$ cat src/rtl/uart_pkg.sv
// Shared types and default constants for the UART transmit-side blocks.
`timescale 1ns/1ps
package uart_pkg;

  typedef enum logic [1:0] {IDLE, SEND, GAP} tx_arb_state_t;

  localparam int SIZE_DATA_DEF     = 8;
  localparam int OVER_SAMPLE       = 16;
  localparam int FRAME_BITS        = 11;
  localparam int TIMEOUT_TICKS_DEF = 2 * FRAME_BITS * OVER_SAMPLE;

  function automatic int max_int(input int a, input int b);
    return (a > b) ? a : b;
  endfunction

endpackage

$ cat src/rtl/rr_arbiter.sv
// Combinational round-robin arbiter: first asserted request at or above ptr,
// wrapping around, returned both one-hot and as an index.
`timescale 1ns/1ps
module rr_arbiter #(
  parameter int N  = 4,
  parameter int IW = $clog2(N)
) (
  input  logic [N-1:0]  req,
  input  logic [IW-1:0] ptr,
  output logic [N-1:0]  grant,
  output logic [IW-1:0] idx,
  output logic          any
);

  function automatic int wrap_idx(input logic [IW-1:0] p, input int i);
    return (int'(p) + i) % N;
  endfunction

  always_comb begin
    grant = '0;
    idx   = '0;
    any   = 1'b0;
    for (int i = 0; i < N; i++) begin
      if (!any && req[wrap_idx(ptr, i)]) begin
        grant[wrap_idx(ptr, i)] = 1'b1;
        idx                     = IW'(wrap_idx(ptr, i));
        any                     = 1'b1;
      end
    end
  end

endmodule

$ cat src/rtl/uart_tx_arbiter.sv
// Round-robin sharing of one UART transmitter among NUM_REQ byte sources,
// with an inter-frame gap and a done-pulse watchdog, both counted in sticks.
`timescale 1ns/1ps
module uart_tx_arbiter
  import uart_pkg::*;
#(
  parameter int SIZE_DATA     = SIZE_DATA_DEF,
  parameter int NUM_REQ       = 4,
  parameter int GAP_TICKS     = 16,
  parameter int TIMEOUT_TICKS = TIMEOUT_TICKS_DEF
) (
  input  logic                           i_clk,
  input  logic                           i_rst,
  input  logic                           i_stick,
  input  logic [NUM_REQ-1:0]             i_req_valid,
  input  logic [NUM_REQ*SIZE_DATA-1:0]   i_req_data,
  output logic [NUM_REQ-1:0]             o_req_ready,
  output logic                           o_tx_en,
  output logic                           o_fifo_empty,
  output logic [SIZE_DATA-1:0]           o_tx_data,
  input  logic                           i_tx_done,
  output logic [$clog2(NUM_REQ)-1:0]     o_grant_id,
  output logic                           o_busy,
  output logic                           o_err
);

  localparam int GW = $clog2(NUM_REQ);
  localparam int CW = $clog2(max_int(GAP_TICKS, TIMEOUT_TICKS) + 1);
  // With no gap configured a finished or aborted frame returns straight to IDLE.
  localparam tx_arb_state_t POST_SEND = (GAP_TICKS == 0) ? IDLE : GAP;
  localparam logic          POST_BUSY = (GAP_TICKS != 0);

  tx_arb_state_t        state;
  logic [GW-1:0]        rr_ptr;
  logic [CW-1:0]        tick_cnt;
  logic [CW-1:0]        tick_next;
  logic [SIZE_DATA-1:0] data_q;
  logic [GW-1:0]        grant_q;
  logic                 tx_en_q;
  logic                 busy_q;
  logic                 err_q;

  logic [NUM_REQ-1:0]   arb_grant;
  logic [GW-1:0]        arb_idx;
  logic                 arb_any;
  logic [GW-1:0]        next_ptr;

  rr_arbiter #(
    .N  (NUM_REQ),
    .IW (GW)
  ) u_rr_arbiter (
    .req   (i_req_valid),
    .ptr   (rr_ptr),
    .grant (arb_grant),
    .idx   (arb_idx),
    .any   (arb_any)
  );

  assign next_ptr     = (arb_idx == GW'(NUM_REQ - 1)) ? '0 : arb_idx + 1'b1;
  assign tick_next    = tick_cnt + 1'b1;
  assign o_req_ready  = (state == IDLE) ? arb_grant : '0;
  assign o_tx_en      = tx_en_q;
  assign o_fifo_empty = ~tx_en_q;
  assign o_tx_data    = data_q;
  assign o_grant_id   = grant_q;
  assign o_busy       = busy_q;
  assign o_err        = err_q;

  always_ff @(posedge i_clk) begin
    if (i_rst) begin
      state    <= IDLE;
      rr_ptr   <= '0;
      tick_cnt <= '0;
      data_q   <= '0;
      grant_q  <= '0;
      tx_en_q  <= 1'b0;
      busy_q   <= 1'b0;
      err_q    <= 1'b0;
    end else begin
      err_q <= 1'b0;
      unique case (state)
        IDLE: begin
          if (arb_any) begin
            data_q   <= i_req_data[arb_idx*SIZE_DATA +: SIZE_DATA];
            grant_q  <= arb_idx;
            rr_ptr   <= next_ptr;
            tick_cnt <= '0;
            tx_en_q  <= 1'b1;
            busy_q   <= 1'b1;
            state    <= SEND;
          end
        end
        SEND: begin
          // A done pulse beats both a coincident stick and a coincident timeout.
          if (i_tx_done) begin
            tick_cnt <= '0;
            tx_en_q  <= 1'b0;
            busy_q   <= POST_BUSY;
            state    <= POST_SEND;
          end else if (i_stick) begin
            if (tick_next == CW'(TIMEOUT_TICKS)) begin
              err_q    <= 1'b1;
              tick_cnt <= '0;
              tx_en_q  <= 1'b0;
              busy_q   <= POST_BUSY;
              state    <= POST_SEND;
            end else begin
              tick_cnt <= tick_next;
            end
          end
        end
        GAP: begin
          if (i_stick) begin
            if (tick_next == CW'(GAP_TICKS)) begin
              tick_cnt <= '0;
              busy_q   <= 1'b0;
              state    <= IDLE;
            end else begin
              tick_cnt <= tick_next;
            end
          end
        end
        default: begin
          state   <= IDLE;
          tx_en_q <= 1'b0;
          busy_q  <= 1'b0;
        end
      endcase
    end
  end

endmodule

$ cat config.mk
export PLATFORM = sky130hd
export DESIGN_NAME = uart_tx_arbiter
export DESIGN_NICKNAME = d
export VERILOG_FILES = /design/src/rtl/uart_pkg.sv /design/src/rtl/rr_arbiter.sv /design/src/rtl/uart_tx_arbiter.sv
export SDC_FILE = /design/constraint.sdc
export NUM_CORES = 1
export LEC_CHECK = 0
export ABC_CLOCK_PERIOD_IN_PS = 6000
export BUFFER_PORTS_ARGS = -buffer_cell sky130_fd_sc_hd__buf_2
export CAP_MARGIN = 10
export CORE_ASPECT_RATIO = 0.9
export CORE_MARGIN = 10
export CORE_UTILIZATION = 35
export CTS_CLUSTER_DIAMETER = 100
export DETAILED_ROUTE_END_ITERATION = 7
export PLACE_DENSITY = 0.62
export SYNTH_ARGS = -nofsm -noshare
export SYNTH_HDL_FRONTEND = slang
export SYNTH_SLANG_ARGS = --single-unit
$ cat constraint.sdc
create_clock -name i_clk -period 6 [get_ports i_clk]
set_input_delay 1.2 -clock i_clk [delete_from_list [all_inputs] [get_ports i_clk]]
set_output_delay 1.2 -clock i_clk [all_outputs]
set_load 0.01 [all_outputs]
==> out/metrics.yaml <==
outcome: "complete, no violations"
drt-total-wl_um: 5648
grt.total_usage: 0.1176
async_flop_share: 0
drive_above_1_share: 0.2424
grt_pass1_vias: 1990
rrSetupSlack_ns: 1.94
hold_viol: 0
maxSlewHeadroom: 0.2560
synth-warning-count: 0
grt_max_degree: 19
hold_path_class: "flip-flop to flip-flop"
htree_levels: 1
maxCapViolCount: 0
cts.repair.resized: 0
rows: 26
critPathLaunchType: "flip-flop"
io_pins: 58
route.vias.total: 2068
clk_pin_slew_worst_paths_ns: 0.10
met3_usage: 0.04047
dieArea_um2: 9640
critPathArrivalTime_ns: 3.41
cts_root_buffer: "clkbuf_8"
report.final.slew_viol_count: 0
gr-usage-met1: 0.1506
grt-busiest-layer: "met2"
cts_buffer_depth: 2
critical_path_class: "flip-flop to output pin"
setup_violations: 0
clock-sinks: 26
nets: 351
dp_hpwl_um: 4265
powerDensity_nw_per_um2: 423.6
synthCells: 256
grt_first_pass_wirelength_um: 9459
initial_core_util: 0.3693
cts_setup_buffers: 0
grt_use_met2: 0.1828
die_x_um: 102.4
worst_ir_drop_vdd_uv: 180.9
fin_skew_ns: 0.007019
synth_area_um2: 2138
yosysUniqueCellTypes: 54
syn_nets: 309
clock.fmax_ghz: 0.2170
antenna_found_initial: 0
power.leakage_nw: 1.065
gp_congestion: 0.8129
rsz0062_at_grt: "false"
cts_made_buffers: 3
ys_seq_area_frac: 0.2434
final_cell_mix: "buf_2 (57), dfxtp_1 (26), nor2_1 (22), nand2_1 (20), mux2i_1 (17)"
ant_nets: 0
crit_path_end_kind: "output pin"
syn_area_per_cell_um2: 8.353
drt_iter0_markers: 94
cts_tree: "yes"
min_period_ns: 4.609
viasPerCell: 5.635
drc_errors: 0
cp_max_fo: 17
post_drt_wl_per_cell_um: 15.39
tightest_slew_ns: 1.111
cts_hold_buf: 0
core-area_um2: 5791
synth-seq-cells: 26
firstDrtPassIters: 5
finalSetupTns_ns: 0
required_ns: 4.80
synth-main-ff-cell: "dfxtp_1"
postLayoutCoreUtil: 0.4276
layout_commonest_cell: "buf_2"
finalCritPeriodShare: 0.7681
fill_cells: 586
num_antenna_cells: 0
insertion_delay_ns: 0.28
die_h_um: 94.15
syn_to_final_growth_pct: 15.80
io_buffers: 57
synth_edf_count: 0
grt_remaining_overflow: 0
logic make-up after synthesis:
kind of cell / count (synthesis) / share of synthesized area
buf+inv: 29 / 0.06553
xor+xnor: 8 / 0.03276
compound gates: 64 / 0.2253
mux: 24 / 0.1322
flops: 26 / 0.2434
fa+ha+maj: 13 / 0.07607
simple gates: 92 / 0.2247
report_power, final:
group | internal [mW] | switching, mW
Sequential | 0.226 | 0.0504
Clock | 0.0894 | 0.0605
Combinational | 0.267 | 0.356
Total | 0.582 | 0.467
sequential cells by signal, summed over array words and instances, names as in the netlist:
register	count
tick_cnt	9
o_tx_data	8
o_grant_id	2
rr_ptr	2
state	2
o_busy	1
o_err	1
o_tx_en	1
per-layer routing:
metal / wire (um) / part of all wire
met1: 2729 / 0.48
met2: 2484 / 0.44
met3: 362 / 0.064
met4: 71 / 0.013
met5: 0 / 0
critical path, cell delays in order, from the launching register on:
cell and delay (ns):
dfxtp_1 0.77, inv_1 0.32, ha_1 0.52, mux4_2 0.66, nor3_4 0.24, o211a_1 0.25, a221oi_1 0.11, nor2b_1 0.12
buf_2 0.14
final timing paths:
path / startpoint / to / cells after the start
max: rr_ptr[0]$_SDFFE_PP0P_ / o_req_ready[0] / 8
min: tick_cnt[7]$_SDFFE_PP0P_ / tick_cnt[7]$_SDFFE_PP0P_ / 2
max reg2reg: rr_ptr[0]$_SDFFE_PP0P_ / o_tx_data[6]$_SDFFE_PP0P_ / 8
min reg2reg: tick_cnt[7]$_SDFFE_PP0P_ / tick_cnt[7]$_SDFFE_PP0P_ / 2
through the flow:
stage	total power, mW	std cells	setup slack, ns	cell area, um^2	hold slack [ns]
final	1.049	367	1.391	2476	0.4901
after global routing	1.136	367	1.141	2476	0.5171
after floorplan	0.7618	256	2.179	2138	0.4503
after CTS	1.057	367	1.404	2476	0.4952
after global placement	0.9027	363	1.847	2405	0.4629
after detailed placement	0.9055	363	1.727	2405	0.4726
synthesized netlist by cell type (2+ instances only):
cell type | number | area (um^2)
a221oi_1 | 8 | 70.07
nor2b_1 | 6 | 37.54
and2_1 | 3 | 18.77
o2111ai_1 | 3 | 26.28
mux2i_1 | 17 | 170.2
nand3_1 | 12 | 60.06
xnor2_1 | 4 | 35.03
buf_6 | 2 | 22.52
nor2_1 | 22 | 82.58
or4_1 | 2 | 15.01
inv_1 | 9 | 33.78
mux4_2 | 3 | 67.56
o21ai_0 | 10 | 50.05
a21oi_1 | 8 | 40.04
o211ai_1 | 2 | 15.01
buf_2 | 7 | 35.03
nand2b_1 | 2 | 12.51
clkbuf_1 | 8 | 30.03
nand4_1 | 3 | 18.77
a41o_1 | 2 | 20.02
dfxtp_1 | 26 | 520.5
buf_4 | 2 | 15.01
a41oi_1 | 2 | 17.52
and3_1 | 2 | 12.51
o221ai_1 | 10 | 87.58
nor4_1 | 5 | 31.28
nor4b_1 | 2 | 17.52
nand2_1 | 20 | 75.07
nor3_1 | 6 | 30.03
mux2_2 | 4 | 45.04
ha_1 | 13 | 162.7
a22oi_1 | 4 | 30.03
a31oi_1 | 3 | 18.77
xor2_1 | 4 | 35.03
final cells by class:
type,count,area [um^2],share of cell area
multi-input combinational,201,1478,0.5968
clock buffer,3,41.29,0.01668
sequential,26,520.5,0.2102
tap,70,87.58,0.03537
timing repair buffer,57,285.3,0.1152
inverter,9,33.78,0.01364
clock inverter,1,30.03,0.01213
No activity file was read; power rests on OpenSTA's default activity.
